### config.mk
export PLATFORM = sky130hd
export DESIGN_NAME = morse_symbol_decoder
export DESIGN_NICKNAME = d
export VERILOG_FILES = /design/src/rtl/morse_symbol_decoder.sv
export SDC_FILE = /design/constraint.sdc
export NUM_CORES = 1
export LEC_CHECK = 0
export ABC_AREA = 1
export ABC_CLOCK_PERIOD_IN_PS = 4300
export BUFFER_PORTS_ARGS = -buffer_cell sky130_fd_sc_hd__buf_2
export CORE_ASPECT_RATIO = 2
export CORE_MARGIN = 5
export CORE_UTILIZATION = 65
export CTS_CLUSTER_SIZE = 28
export DETAILED_ROUTE_END_ITERATION = 12
export PLACE_DENSITY = 0.84
export SETUP_SLACK_MARGIN = 0.4
export SLEW_MARGIN = 30
export SYNTH_ARGS = -nofsm -noshare
export SYNTH_HDL_FRONTEND = slang
export SYNTH_SLANG_ARGS = --single-unit
### constraint.sdc
create_clock -name clock -period 4.3 [get_ports clock]
set_input_delay 0.645 -clock clock [delete_from_list [all_inputs] [get_ports clock]]
set_output_delay 0.645 -clock clock [all_outputs]
set_load 0.03 [all_outputs]
### src/rtl/morse_symbol_decoder.sv
// Morse symbol decoder: buffers up to five dot/dash presses and, after a letter gap,
// emits the A-Z / 0-9 character code on a valid/ready port. Optional macro: MORSE_DECODER_ABORT_EN.
module morse_symbol_decoder #(
    parameter int unsigned GAP_CYCLES = 50000000,
    parameter int unsigned GAP_WIDTH  = 26
) (
    input  logic       clock,
    input  logic       reset,
    input  logic [1:0] pushButton,
    output logic       charValid,
    input  logic       charReady,
    output logic [5:0] charCode,
    output logic [2:0] symbolCount,
    output logic       overflow
);

    // state     | meaning
    // S_IDLE    | buffer empty, waiting for the first symbol
    // S_COLLECT | symbols buffered, gap counter running
    // S_EMIT    | character presented, waiting for charReady
    typedef enum logic [1:0] {S_IDLE, S_COLLECT, S_EMIT} state_t;

    state_t               state_q, state_d;
    logic [4:0]           pattern_q, pattern_d;
    logic [2:0]           count_q, count_d;
    logic [GAP_WIDTH-1:0] gap_q, gap_d;
    logic                 ovf_q, ovf_d;
    logic                 valid_q, valid_d;
    logic [5:0]           code_q, code_d;
    logic [1:0]           prev_q, prev_d;

    logic dot_evt, dash_evt, single_evt, abort_evt;
    logic [5:0] lookup_code;

    assign dot_evt    = pushButton[1] & ~prev_q[1];
    assign dash_evt   = pushButton[0] & ~prev_q[0];
    assign single_evt = dot_evt ^ dash_evt;

`ifdef MORSE_DECODER_ABORT_EN
    assign abort_evt = dot_evt & dash_evt;
`else
    assign abort_evt = 1'b0;
`endif

    // Patterns are right-aligned, first symbol in the highest used bit, DASH = 1.
    always_comb begin
        lookup_code = 6'd63;
        if (!ovf_q) begin
            case ({count_q, pattern_q})
                {3'd2, 5'b00001}: lookup_code = 6'd0;
                {3'd4, 5'b01000}: lookup_code = 6'd1;
                {3'd4, 5'b01010}: lookup_code = 6'd2;
                {3'd3, 5'b00100}: lookup_code = 6'd3;
                {3'd1, 5'b00000}: lookup_code = 6'd4;
                {3'd4, 5'b00010}: lookup_code = 6'd5;
                {3'd3, 5'b00110}: lookup_code = 6'd6;
                {3'd4, 5'b00000}: lookup_code = 6'd7;
                {3'd2, 5'b00000}: lookup_code = 6'd8;
                {3'd4, 5'b00111}: lookup_code = 6'd9;
                {3'd3, 5'b00101}: lookup_code = 6'd10;
                {3'd4, 5'b00100}: lookup_code = 6'd11;
                {3'd2, 5'b00011}: lookup_code = 6'd12;
                {3'd2, 5'b00010}: lookup_code = 6'd13;
                {3'd3, 5'b00111}: lookup_code = 6'd14;
                {3'd4, 5'b00110}: lookup_code = 6'd15;
                {3'd4, 5'b01101}: lookup_code = 6'd16;
                {3'd3, 5'b00010}: lookup_code = 6'd17;
                {3'd3, 5'b00000}: lookup_code = 6'd18;
                {3'd1, 5'b00001}: lookup_code = 6'd19;
                {3'd3, 5'b00001}: lookup_code = 6'd20;
                {3'd4, 5'b00001}: lookup_code = 6'd21;
                {3'd3, 5'b00011}: lookup_code = 6'd22;
                {3'd4, 5'b01001}: lookup_code = 6'd23;
                {3'd4, 5'b01011}: lookup_code = 6'd24;
                {3'd4, 5'b01100}: lookup_code = 6'd25;
                {3'd5, 5'b11111}: lookup_code = 6'd26;
                {3'd5, 5'b01111}: lookup_code = 6'd27;
                {3'd5, 5'b00111}: lookup_code = 6'd28;
                {3'd5, 5'b00011}: lookup_code = 6'd29;
                {3'd5, 5'b00001}: lookup_code = 6'd30;
                {3'd5, 5'b00000}: lookup_code = 6'd31;
                {3'd5, 5'b10000}: lookup_code = 6'd32;
                {3'd5, 5'b11000}: lookup_code = 6'd33;
                {3'd5, 5'b11100}: lookup_code = 6'd34;
                {3'd5, 5'b11110}: lookup_code = 6'd35;
                default:          lookup_code = 6'd63;
            endcase
        end
    end

    always_comb begin
        state_d   = state_q;
        pattern_d = pattern_q;
        count_d   = count_q;
        gap_d     = gap_q;
        ovf_d     = ovf_q;
        valid_d   = valid_q;
        code_d    = code_q;
        prev_d    = pushButton;
        case (state_q)
            S_IDLE: begin
                if (single_evt) begin
                    pattern_d = {4'b0000, dash_evt};
                    count_d   = 3'd1;
                    gap_d     = '0;
                    state_d   = S_COLLECT;
                end
            end
            S_COLLECT: begin
                if (abort_evt) begin
                    pattern_d = '0;
                    count_d   = '0;
                    ovf_d     = 1'b0;
                    gap_d     = '0;
                    state_d   = S_IDLE;
                end else if (single_evt) begin
                    if (count_q < 3'd5) begin
                        pattern_d = {pattern_q[3:0], dash_evt};
                        count_d   = count_q + 3'd1;
                    end else begin
                        ovf_d = 1'b1;
                    end
                    gap_d = '0;
                end else if (gap_q == GAP_WIDTH'(GAP_CYCLES - 1)) begin
                    gap_d   = '0;
                    valid_d = 1'b1;
                    code_d  = lookup_code;
                    state_d = S_EMIT;
                end else begin
                    gap_d = gap_q + GAP_WIDTH'(1);
                end
            end
            S_EMIT: begin
                if (charReady) begin
                    valid_d   = 1'b0;
                    pattern_d = '0;
                    count_d   = '0;
                    ovf_d     = 1'b0;
                    state_d   = S_IDLE;
                end
            end
            default: state_d = S_IDLE;
        endcase
    end

    always_ff @(posedge clock) begin
        if (reset) begin
            state_q   <= S_IDLE;
            pattern_q <= '0;
            count_q   <= '0;
            gap_q     <= '0;
            ovf_q     <= 1'b0;
            valid_q   <= 1'b0;
            code_q    <= '0;
            prev_q    <= 2'b00;
        end else begin
            state_q   <= state_d;
            pattern_q <= pattern_d;
            count_q   <= count_d;
            gap_q     <= gap_d;
            ovf_q     <= ovf_d;
            valid_q   <= valid_d;
            code_q    <= code_d;
            prev_q    <= prev_d;
        end
    end

    assign charValid   = valid_q;
    assign charCode    = code_q;
    assign symbolCount = count_q;
    assign overflow    = ovf_q;

endmodule

==> flow_metrics.py, run 1 <==
metrics = {
    "run_status": {
        "status": "finished clean",
    },
    "die": {
        "coreArea_um2": 4820,
        "start_util_pct": 65.5,
        "die_area_um2": 6440,
        "die_y_um": 109,
        "die_x_um": 59.3,
        "rows": 36,
        "pin_count": 16,
    },
    "global_route": {
        "grt_pass1_vias": 3401,
        "grt_pass1_wl_um": 15700,
        "grt_use_total_pct": 32.4,
        "antenna_found_initial": 0,
        "overflow": 0,
        "grt_start_max_net_pins": 18,
    },
    "final_layout": {
        "fillCellCount": 459,
        "layout-drive-gt1-share_pct": 9.51,
        "fin_nets": 547,
        "area_growth_pct": 6.34,
        "diodes": 0,
        "fin_util_pct": 69.7,
    },
    "sta": {
        "finalHoldViolations": 0,
        "worst_pin_slew_ns": 0.708,
        "finalClockSkew_ns": 0.00771,
        "fin_crit_ns": 2.24,
        "setup_tns_ns": 0,
        "drv_slew": 0,
        "setup_viol": 0,
        "fmaxAchievable_mhz": 447,
        "period_share_pct": 52.0,
        "rsz0062_at_grt": "false",
        "slew_headroom_pct": 52.8,
    },
    "synthesis": {
        "synthCells": 520,
        "syn_area_per_cell_um2": 6.07,
        "ys_ff_latch": 46,
        "synth-seq-area-share_pct": 29.2,
        "synth.distinct_cells": 36,
        "netlist_area_um2": 3160,
        "ys_warn_count": 0,
        "synth_nets": 532,
    },
    "placement": {
        "gp_congestion": 1.01,
        "hpwl_um": 7300,
        "io_buffers": 15,
    },
    "pwr": {
        "comb_power_share_pct": 28.7,
        "p_leak_nw": 1.39,
        "swShare_pct": 36.9,
        "p_int_uw": 705,
        "p_clk_share_pct": 28.8,
        "seqPwrFrac_pct": 42.6,
        "power_switching_uw": 411,
        "ir_drop_uv": 298,
        "p_per_area_nw_per_um2": 332,
    },
    "detailed_routing": {
        "wl_met1_um": 3060,
        "postRouteAntennaNets": 0,
        "wl_per_cell_um": 15.6,
        "post-route-drc-count": 0,
        "vias_per_cell": 5.82,
        "route.met2.wl_um": 5230,
        "wl_um": 9240,
        "met3_wirelength_um": 230,
        "dr.max_layer_used": "met4",
        "route.vias.total": 3451,
        "drtPass1Iterations": 4,
        "drt_iter0_markers": 295,
    },
    "clock_tree": {
        "cts_tree": "built",
        "cts_max_path_buffers": 2,
        "h-tree-depth": 2,
        "post_cts_buffers": 0,
        "postCtsHoldBufs": 0,
        "insertion_delay_ns": 0.31,
        "clock-sinks": 46,
        "path_clk_slew_ns": 0.08,
        "ctsRootBufferMaster": "clkbuf_8",
        "cts_resized": 0,
        "cts_inserted_buffers": 5,
    },
    "critical_path": {
        "crit_path_start": "state_q[1]",
        "cp.required_ns": 4.49,
        "reg2reg_slack_ns": 2.06,
        "critPathCaptureType": "flip-flop",
        "crit_type": "reg -> reg",
        "worstPathArrival_ns": 2.43,
        "worstSetupStartpointType": "flip-flop",
        "crit_fanout": 15,
        "reg2reg_from": "state_q[1]",
    },
    "run": {
        "max-cap-violations": 0,
    },
    "min_path": {
        "hp-class": "reg -> reg",
        "hp-start": "gap_q[24]",
    },
}
-- cells in the final DEF, fill, tap and decap left out, types with 2 or more instances in the layout --
cell type,count
inv_1,56
clkbuf_8,5
nor2_2,8
nor3_1,19
nand3_2,2
nor2_4,3
xnor2_1,2
a21oi_1,35
nand2_1,141
dfxtp_1,46
nor2_1,86
nand3b_1,2
nand3_1,34
buf_2,15
ha_1,7
o21bai_1,3
o21ai_1,3
or2_0,2
xor2_1,6
o21ai_0,23
o21ai_2,2
clkbuf_1,2
nand4_1,11
nand2_2,5
inv_2,6
-- worst max-delay path, stage by stage (launching register included) --
cell and delay [ns]:
dfxtp_1 0.34, inv_1 0.11, ha_1 0.32, inv_2 0.12
o21ai_2 0.60, nand2_1 0.21, nor2_2 0.20, xor2_1 0.16
nor2_1 0.05
-- cell type report --
class / instances / area [um^2] / area share (%)
Multi-Input combinational cell: 405 / 1950 / 58.1
Sequential cell: 46 / 921 / 27.4
Inverter: 62 / 233 / 6.93
Clock buffer: 7 / 76.3 / 2.27
Timing Repair Buffer: 15 / 75.1 / 2.24
Tap cell: 57 / 71.3 / 2.12
Clock inverter: 1 / 30.0 / 0.894
-- through the flow --
stage	power [mW]	setup WS, ns	hold WS (ns)	cell area (um^2)	cells
finish	1.12	2.06	0.482	3360	593
floorplan	0.723	2.58	0.439	3160	520
CTS	1.11	2.09	0.487	3360	593
global placement	0.791	2.18	0.450	3250	585
global route	1.18	1.80	0.518	3360	593
detailed placement	0.794	2.10	0.466	3250	585
-- cell usage after synthesis, drive strengths merged --
master | instances | area share [%]
o21bai | 3 | 0.71
nor3 | 20 | 3.5
nand3 | 37 | 6.6
inv | 62 | 7.4
nor2 | 97 | 13
o22ai | 1 | 0.20
and2 | 1 | 0.20
nand2 | 147 | 18
or2 | 3 | 0.59
o21a | 1 | 0.24
xnor2 | 2 | 0.55
dfxtp | 46 | 29
nand3b | 2 | 0.48
buf | 4 | 1.3
nor4 | 1 | 0.20
ha | 7 | 2.8
a211oi | 1 | 0.24
clkbuf | 3 | 0.36
nand4 | 11 | 2.2
o211ai | 1 | 0.24
nor3b | 1 | 0.24
xor2 | 6 | 1.7
a21oi | 35 | 5.5
o21ai | 28 | 4.7
-- layer usage --
layer	track usage [%]	up-vias
met2	60.8	104
met3	4.54	56
met5	0	-
li1	-	1701
met4	24.8	0
met1	29.0	1590
-- registers in the layout, indices dropped and copies added, names as in the netlist --
signal       flops
charCode         6
symbolCount      3
state_q          2
charValid        1
gap_q           26
pattern_q        5
overflow         1
prev_q           2
-- power by group through the flow --
stage	registers [mW]	clock network [mW]	logic (mW)
floorplan	0.491	0	0.232
global placement	0.483	0	0.308
global route	0.478	0.345	0.358
detailed placement	0.483	0	0.311
CTS	0.474	0.326	0.313
finish	0.475	0.321	0.320
-- logic make-up (layout without fill, tap and decap cells) --
logic type	count (synthesis)	after routing	synth area share (%)
XOR/XNOR	8	8	2.22
flip-flops	46	46	29.2
AND/OR/NAND/NOR	320	320	45.0
adder cells (fa/ha/maj)	7	7	2.77
buffers and inverters	69	85	9.03
AO/OA/AOI/OAI	70	70	11.8
-- path summary, 6_finish.rpt --
path | end | depth (start not counted)
worst max-delay path | gap_q[17] | 8
worst min-delay path | gap_q[24] | 2
worst max register to register | gap_q[17] | 8
worst min register to register | gap_q[24] | 2
(Power assumes the default switching activity.)
==> run 2: changes to the inputs <==
--- a/config.mk
+++ b/config.mk
@@ -6,14 +6,14 @@
 export NUM_CORES = 1
 export LEC_CHECK = 0
 export ABC_AREA = 1
-export ABC_CLOCK_PERIOD_IN_PS = 4300
+export ABC_CLOCK_PERIOD_IN_PS = 2200
 export BUFFER_PORTS_ARGS = -buffer_cell sky130_fd_sc_hd__buf_2
 export CORE_ASPECT_RATIO = 2
 export CORE_MARGIN = 5
-export CORE_UTILIZATION = 65
+export CORE_UTILIZATION = 62
 export CTS_CLUSTER_SIZE = 28
 export DETAILED_ROUTE_END_ITERATION = 12
-export PLACE_DENSITY = 0.84
+export PLACE_DENSITY = 0.81
 export SETUP_SLACK_MARGIN = 0.4
 export SLEW_MARGIN = 30
 export SYNTH_ARGS = -nofsm -noshare
==> constraint.sdc (replaced) <==
create_clock -name clock -period 2.2 [get_ports clock]
set_input_delay 0.33 -clock clock [delete_from_list [all_inputs] [get_ports clock]]
set_output_delay 0.33 -clock clock [all_outputs]
set_load 0.03 [all_outputs]
==> run 2 against run 1 <==
  * Clock-buffer cell count down 1
  * First-iteration DRC count decreased by 0.68%
  * Highest routed layer unchanged
  * Register-to-register slack worse by 1.6 ns
  * Wire length fell by 0.56%
  * Global-route usage decreased by 4.1 points
  * Critical path depth increased by 1
  * Via count up 0.96%
  * Largest power group unchanged
  * Combinational power up 130%
==> flow_metrics.py, run 2 (same netlist as run 1, synthesis figures left out) <==
metrics = {
    "final_layout": {
        "layout_common_cells": "nand2_1, nor2_1, inv_1, dfxtp_1, nand3_1",
        "fin_nets": 556,
        "multiInputGateArea_um2": 2080,
        "design_area_um2": 3590,
        "area_growth_pct": 13.8,
        "fillCellCount": 453,
        "layout-drive-gt1-share_pct": 16.7,
        "largest_reg_flops": 26,
        "final-seq-area_um2": 936,
        "top_register": "gap_q",
        "layout_commonest_cell": "nand2_1",
        "fin_util_pct": 73.2,
        "diodes": 0,
    },
    "sta": {
        "finalHoldViolations": 0,
        "fin_crit_ns": 1.73,
        "drv_slew": 0,
        "worst_pin_slew_ns": 0.448,
        "period_share_pct": 78.8,
        "setup_tns_ns": 0,
        "slew_headroom_pct": 70.1,
        "whs_ns": 0.263,
        "fmaxAchievable_mhz": 577,
        "rsz0062_at_grt": "true",
        "setup_viol": 0,
        "finalClockSkew_ns": 0.00510,
    },
    "global_route": {
        "use_met2_pct": 53.8,
        "grt_pass1_vias": 3326,
        "overflow": 0,
        "grt_pass1_wl_um": 14700,
        "met1_usage_pct": 25.5,
        "use_met3_pct": 2.91,
        "busiest_layer": "met2",
        "grt_use_total_pct": 28.3,
        "grt_start_max_net_pins": 18,
        "antenna_found_initial": 0,
    },
    "clock_tree": {
        "cts_tree": "built",
        "h-tree-depth": 2,
        "cts_max_path_buffers": 2,
        "clock-sinks": 46,
        "ctsRootBufferMaster": "clkbuf_8",
        "path_clk_slew_ns": 0.08,
        "insertion_delay_ns": 0.30,
        "cts_inserted_buffers": 5,
    },
    "placement": {
        "placed_area_um2": 3270,
        "hpwl_um": 7060,
        "io_buffers": 15,
        "gp_congestion": 1.03,
    },
    "detailed_routing": {
        "drtPass1Iterations": 5,
        "drt_iter0_markers": 293,
        "post-route-drc-count": 0,
        "postRouteAntennaNets": 0,
        "wl_um": 9180,
        "wl_per_cell_um": 15.3,
        "vias_per_cell": 5.80,
        "route.vias.total": 3484,
    },
    "die": {
        "start_util_pct": 64.3,
        "coreArea_um2": 4910,
        "die_x_um": 60.5,
        "rows": 36,
        "die_area_um2": 6710,
        "pin_count": 16,
        "die_y_um": 111,
    },
    "critical_path": {
        "worst-path-buf-inv": 3,
        "cp.required_ns": 2.39,
        "worstPathArrival_ns": 1.93,
        "crit_fanout": 8,
        "worstSetupStartpointType": "flip-flop",
        "max_stage_delay_ns": 0.36,
        "critPathSlowestCell": "dfxtp_1",
        "cp_cell_sequence": "inv_1 -> ha_4 -> inv_4 -> o21ai_4 -> buf_12 -> nand2_1 -> nor2_2 -> xor2_1 -> nor2_1",
        "critPathCaptureType": "flip-flop",
        "crit_type": "reg -> reg",
        "path_delay_family": "buffers and inverters",
    },
    "pwr": {
        "ir_drop_uv": 699,
        "totalPowerFinal_mw": 2.30,
        "p_leak_nw": 1.46,
        "p_per_area_nw_per_um2": 640,
    },
    "run": {
        "max-cap-violations": 0,
    },
    "run_status": {
        "status": "finished clean",
    },
    "min_path": {
        "hp-class": "in -> reg",
    },
}
[run 2: cell count changes in the layout (fill, tap and decap cells not counted), moves of 4 or more]
cell and delta:
buf_4 +7, dfxtp_1 -10, dfxtp_2 +9, nand2_1 -4, nor2_1 -7, nor2_4 +4
[run 2: per-layer routing]
metal / up-vias / part of all wire (%)
li1: 1725 / -
met1: 1602 / 33
met2: 122 / 59
met3: 35 / 3.2
met4: 0 / 5.2
met5: - / 0
[run 2: cell type report]
| class | instances | area share [%] |
|---|---|---|
| clock buffers | 6 | 2.30 |
| flip-flops and latches | 46 | 26.0 |
| multi-input cells | 405 | 57.9 |
| repair buffers | 24 | 4.42 |
| clock inverters | 1 | 0.835 |
| inverters | 62 | 6.54 |
| well taps | 57 | 1.98 |
[run 2: what timing repair did]
| item | in CTS | in global routing |
|---|---|---|
| buffers inserted | 1 | 5 |
| hold buffers | 0 | 0 |
| endpoints found under the setup margin | 36 | 41 |
| gates resized for setup | 8 | 36 |
| pin swaps | 0 | 9 |
[run 2: worst paths after layout]
path	start	to	slack [ns]	cells after the start
worst max-delay path	state_q[1]	gap_q[17]	0.47	9
worst min-delay path	pushButton[1]	prev_q[1]	0.26	3
worst max register to register	state_q[1]	gap_q[17]	0.47	9
worst min register to register	gap_q[24]	gap_q[24]	0.47	2
[run 2: metrics by stage]
step                      std cells  setup slack (ns)
after floorplan                 520             0.580
after global placement          588             0.305
after detailed placement        588             0.221
after CTS                       596             0.393
after global routing            601             0.325
final                           601             0.466
[run 2: report_power, final]
group / total [mW] / internal (mW) / leakage (nW) / switching [mW]
Clock: 0.642 / 0.363 / 0.0573 / 0.279
Sequential: 0.937 / 0.875 / 0.377 / 0.0615
Combinational: 0.720 / 0.222 / 1.03 / 0.499
[run 2: worst reg2reg max path: cells and delay by family, from the launching register on]
kind,cells,cell delay (ns)
buf+inv,3,0.40
flops,1,0.36
simple gates,3,0.30
fa+ha+maj,1,0.23
xor+xnor,1,0.18
compound gates,1,0.17
==> run 3: changes to the inputs <==
--- a/config.mk
+++ b/config.mk
@@ -5,15 +5,15 @@
 export SDC_FILE = /design/constraint.sdc
 export NUM_CORES = 1
 export LEC_CHECK = 0
-export ABC_AREA = 1
-export ABC_CLOCK_PERIOD_IN_PS = 2200
+export ABC_AREA = 0
+export ABC_CLOCK_PERIOD_IN_PS = 1700
 export BUFFER_PORTS_ARGS = -buffer_cell sky130_fd_sc_hd__buf_2
 export CORE_ASPECT_RATIO = 2
 export CORE_MARGIN = 5
-export CORE_UTILIZATION = 62
+export CORE_UTILIZATION = 61
 export CTS_CLUSTER_SIZE = 28
 export DETAILED_ROUTE_END_ITERATION = 12
-export PLACE_DENSITY = 0.81
+export PLACE_DENSITY = 0.8
 export SETUP_SLACK_MARGIN = 0.4
 export SLEW_MARGIN = 30
 export SYNTH_ARGS = -nofsm -noshare
==> constraint.sdc (replaced) <==
create_clock -name clock -period 1.7 [get_ports clock]
set_input_delay 0.255 -clock clock [delete_from_list [all_inputs] [get_ports clock]]
set_output_delay 0.255 -clock clock [all_outputs]
set_load 0.03 [all_outputs]
==> run 3 against run 2 <==
  * The flow now stops in clock tree synthesis (4_1_cts)
  * Synthesized cell count is 28% lower
  * Area after synthesis is 7.1% lower
==> flow_metrics.py, run 3 <==
metrics = {
    "run_status": {
        "status": "did not finish",
        "lastStage": "clock tree synthesis (4_1_cts)",
        "tool.error": "[ERROR DPL-0038] Utilization greater than 100%, impossible to legalize",
    },
    "synthesis": {
        "synth_area_leader_cell": "dfxtp_1",
        "synth-edff-count": 0,
        "synthCells": 375,
        "synth_ff_type": "dfxtp_1",
        "ys_ff_latch": 46,
        "synth-seq-area-share_pct": 31.4,
        "synth_top_cell_area_share_pct": 31.4,
        "syn_area_per_cell_um2": 7.82,
        "synth_area_leaders": "dfxtp_1, nor2_1, nand2_1",
        "ys_warn_count": 0,
        "synth_most_common_cell": "dfxtp_1",
        "netlist_area_um2": 2930,
        "postSynth.asyncResetShare_pct": 0,
        "synth.distinct_cells": 64,
        "synth_nets": 387,
        "synth_common_cells": "dfxtp_1, nor2_1, nand2_1",
    },
    "die": {
        "start_util_pct": 63.2,
        "rows": 35,
        "die_y_um": 108,
        "pin_count": 16,
        "die_x_um": 59.0,
    },
    "clock_tree": {
        "cts_resized": 102,
        "postCtsHoldBufs": 0,
        "clock-sinks": 46,
        "h-tree-depth": 2,
        "ctsRootBufferMaster": "clkbuf_8",
        "cts_max_path_buffers": 2,
        "cts_inserted_buffers": 5,
        "post_cts_buffers": 27,
    },
    "placement": {
        "hpwl_um": 8220,
        "gp_congestion": 1.04,
        "io_buffers": 15,
        "placed_area_um2": 3970,
    },
}
==> run 3: cell count changes after synthesis, sizes merged, moves of 8 or more <==
| cell | change |
|---|---|
| nand2 | -111 |
| nor2 | -56 |
| inv | -50 |
| nand3 | -22 |
| o21ai | -18 |
| clkbuf | +13 |
| nor3 | -10 |
| and3 | +9 |
| a21oi | -8 |
==> run 3: kinds of logic after synthesis <==
group | synth area share, %
flops | 31.4
xor+xnor | 6.91
simple gates | 32.6
buf+inv | 5.93
mux | 1.02
compound gates | 19.1
fa+ha+maj | 2.98
==> run 3: per-stage QoR <==
stage	hold WS [ns]	util [%]	worst slack, ns	TNS [ns]	instances
floorplan	0.383	-	-0.227	-1.92	375
global placement	0.479	85.6	-0.326	-5.16	533
detailed placement	0.487	85.6	-0.406	-6.82	533
==> run 4: changes to the inputs <==
--- a/config.mk
+++ b/config.mk
@@ -8,13 +8,10 @@
 export ABC_AREA = 0
 export ABC_CLOCK_PERIOD_IN_PS = 1700
 export BUFFER_PORTS_ARGS = -buffer_cell sky130_fd_sc_hd__buf_2
-export CORE_ASPECT_RATIO = 2
 export CORE_MARGIN = 5
-export CORE_UTILIZATION = 61
-export CTS_CLUSTER_SIZE = 28
+export CORE_UTILIZATION = 40
 export DETAILED_ROUTE_END_ITERATION = 12
-export PLACE_DENSITY = 0.8
-export SETUP_SLACK_MARGIN = 0.4
+export PLACE_DENSITY_LB_ADDON = 0.15
 export SLEW_MARGIN = 30
 export SYNTH_ARGS = -nofsm -noshare
 export SYNTH_HDL_FRONTEND = slang
==> run 4 against run 3 <==
  * Synthesized cell count unchanged
  * Area after synthesis did not move
  * The flow now finishes, with violations (negative setup slack)
==> flow_metrics.py, run 4 <==
metrics = {
    "run_status": {
        "status": "finished, violations left",
        "violations": "negative setup slack",
    },
    "critical_path": {
        "crit_type": "reg -> reg",
        "cp.required_ns": 1.90,
        "r2r_cells": 6,
        "critPathCaptureType": "flip-flop",
        "critPathSlowestCell": "or4b_4",
        "reg2reg_slack_ns": -0.26,
        "crit_path_start": "symbolCount[1]",
        "cp_cell_sequence": "or4b_4 -> nor3_1 -> or3_4 -> nor4_4 -> buf_4 -> o221a_2",
        "crit_end": "charCode[3]",
        "max_stage_delay_ns": 0.57,
        "reg2reg_from": "symbolCount[1]",
        "worstPathArrival_ns": 2.16,
        "crit_fanout": 4,
        "worstSetupStartpointType": "flip-flop",
        "reg2reg_to": "charCode[3]",
    },
    "synthesis": {
        "synth_top_family_by_area": "simple AND/OR/NAND/NOR gates",
        "synth.mux.area_fraction_pct": 1.02,
        "netlist_area_um2": 2930,
        "synth_most_common_cell": "dfxtp_1",
        "synth_area_leaders": "dfxtp_1, nor2_1, nand2_1",
        "syn_area_per_cell_um2": 7.82,
        "synth_area_leader_cell": "dfxtp_1",
        "synth-edff-count": 0,
        "synthAdderAreaFrac_pct": 2.99,
        "synth_compound_area_share_pct": 19.1,
        "ys_ff_latch": 46,
        "synth_ff_type": "dfxtp_1",
        "synth_common_cells": "dfxtp_1, nor2_1, nand2_1",
        "ys_warn_count": 0,
        "synth_nets": 387,
        "synthCells": 375,
        "synth-seq-area-share_pct": 31.4,
        "yosys.area_share.xor_xnor_pct": 6.91,
        "postSynth.asyncResetShare_pct": 0,
        "yosys.area_share.simple_pct": 32.6,
        "synth_top_cell_area_share_pct": 31.4,
        "synth.distinct_cells": 64,
    },
    "sta": {
        "rsz0062_at_grt": "true",
        "fmaxAchievable_mhz": 509,
        "slew_headroom_pct": 72.4,
        "worst_pin_slew_ns": 0.414,
        "finalClockSkew_ns": 0.00664,
        "finalHoldViolations": 0,
        "setup_slack_ns": -0.264,
        "setup_viol": 38,
        "drv_slew": 0,
        "period_share_pct": 116,
        "fin_crit_ns": 1.96,
        "whs_ns": 0.219,
    },
    "clock_tree": {
        "h-tree-depth": 2,
        "cts_max_path_buffers": 2,
        "clock-sinks": 46,
        "cts_tree": "built",
        "insertion_delay_ns": 0.31,
        "path_clk_slew_ns": 0.10,
        "ctsRootBufferMaster": "clkbuf_8",
        "cts_inserted_buffers": 5,
        "postCtsHoldBufs": 0,
    },
    "run": {
        "max-cap-violations": 0,
    },
    "global_route": {
        "grt_pass1_wl_um": 14800,
        "grt_pass1_vias": 3107,
        "grt_start_max_net_pins": 26,
        "antenna_found_initial": 0,
        "overflow": 0,
        "grt_use_total_pct": 20.5,
    },
    "final_layout": {
        "fin_util_pct": 67.0,
        "layout_common_cells": "buf_4, dfxtp_1, nand2_1, nor2_1, a21oi_1",
        "largest_reg_flops": 26,
        "fin_nets": 517,
        "fillCellCount": 579,
        "layout_commonest_cell": "buf_4",
        "top_register": "gap_q",
        "design_area_um2": 4830,
        "diodes": 0,
        "area_growth_pct": 64.6,
        "layout-drive-gt1-share_pct": 50.4,
    },
    "pwr": {
        "ir_drop_uv": 602,
        "p_leak_nw": 1.85,
        "p_per_area_nw_per_um2": 759,
    },
    "placement": {
        "placed_area_um2": 3990,
        "io_buffers": 15,
        "gp_congestion": 0.884,
        "place_ws_ns": -0.268,
        "hpwl_um": 6180,
    },
    "min_path": {
        "hp-class": "in -> reg",
    },
    "detailed_routing": {
        "drt_iter0_markers": 163,
        "postRouteAntennaNets": 0,
        "drtPass1Iterations": 4,
        "vias_per_cell": 5.49,
        "route.vias.total": 3321,
        "wl_per_cell_um": 15.5,
        "wl_um": 9410,
        "post-route-drc-count": 0,
    },
    "die": {
        "pin_count": 16,
        "die_y_um": 95.6,
        "coreArea_um2": 7210,
        "rows": 31,
        "die_x_um": 95.6,
        "die_area_um2": 9150,
        "start_util_pct": 40.7,
    },
}
run 4: worst min path at each step:
stage	start	endpoint	slack (ns)	depth (start not counted)
3_3_place_gp	charValid	charValid	0.48	2
3_5_place_dp	charValid	charValid	0.48	2
4_1_cts	pushButton[1]	prev_q[1]	0.20	2
5_1_grt	pushButton[0]	prev_q[0]	0.22	2
2_1_floorplan	pushButton[0]	prev_q[0]	0.38	1
6_report	pushButton[1]	prev_q[1]	0.22	2
run 4: layout make-up:
class,instances,area (um^2),area share (%)
Multi-Input combinational cell,289,2390,49.4
Inverter,13,48.8,1.01
Sequential cell,46,947,19.6
Clock buffer,6,93.8,1.94
Timing Repair Buffer,150,1210,25.1
Tap cell,99,124,2.56
Clock inverter,2,18.8,0.389
run 4: metal layers:
layer,GRT usage (%),routed length [um],vias up
met2,34.2,4570,94
li1,-,-,1635
met4,6.16,186,0
met5,0,0,-
met3,3.63,407,24
met1,26.9,4250,1568
run 4: logic make-up after synthesis:
kind of cell,count (synthesis)
buf+inv,40
xor+xnor,21
flops,46
simple gates,176
fa+ha+maj,7
mux,3
compound gates,82
run 4: timing repair:
| action | 4_1_cts | 5_1_grt |
|---|---|---|
| gates cloned | 2 | 0 |
| hold endpoints to repair | 0 | 0 |
| resized for setup | 64 | 66 |
| pin swaps | 44 | 39 |
| setup buffers | 18 | 6 |
| setup endpoints to repair | 39 | 42 |
run 4: worst max-delay path: cells and delay by family (launching register included):
family                 cells  cell delay [ns]
buffers and inverters      1             0.15
flip-flops                 1             0.36
AO/OA/AOI/OAI              1             0.23
AND/OR/NAND/NOR            4             1.13
run 4: where the power goes:
part | switching [mW] | internal, mW
clock | 0.427 | 0.390
sequential | 0.0255 | 1.12
combinational | 0.906 | 0.801
total | 1.36 | 2.31
run 4: stage by stage:
step                TNS (ns)  std cells  total power [mW]
finish                 -6.05        605              3.66
global placement       -4.12        574              2.38
global route           -9.20        605              3.84
CTS                    -4.71        602              3.57
floorplan              -1.48        375              1.87
detailed placement     -4.44        574              2.38
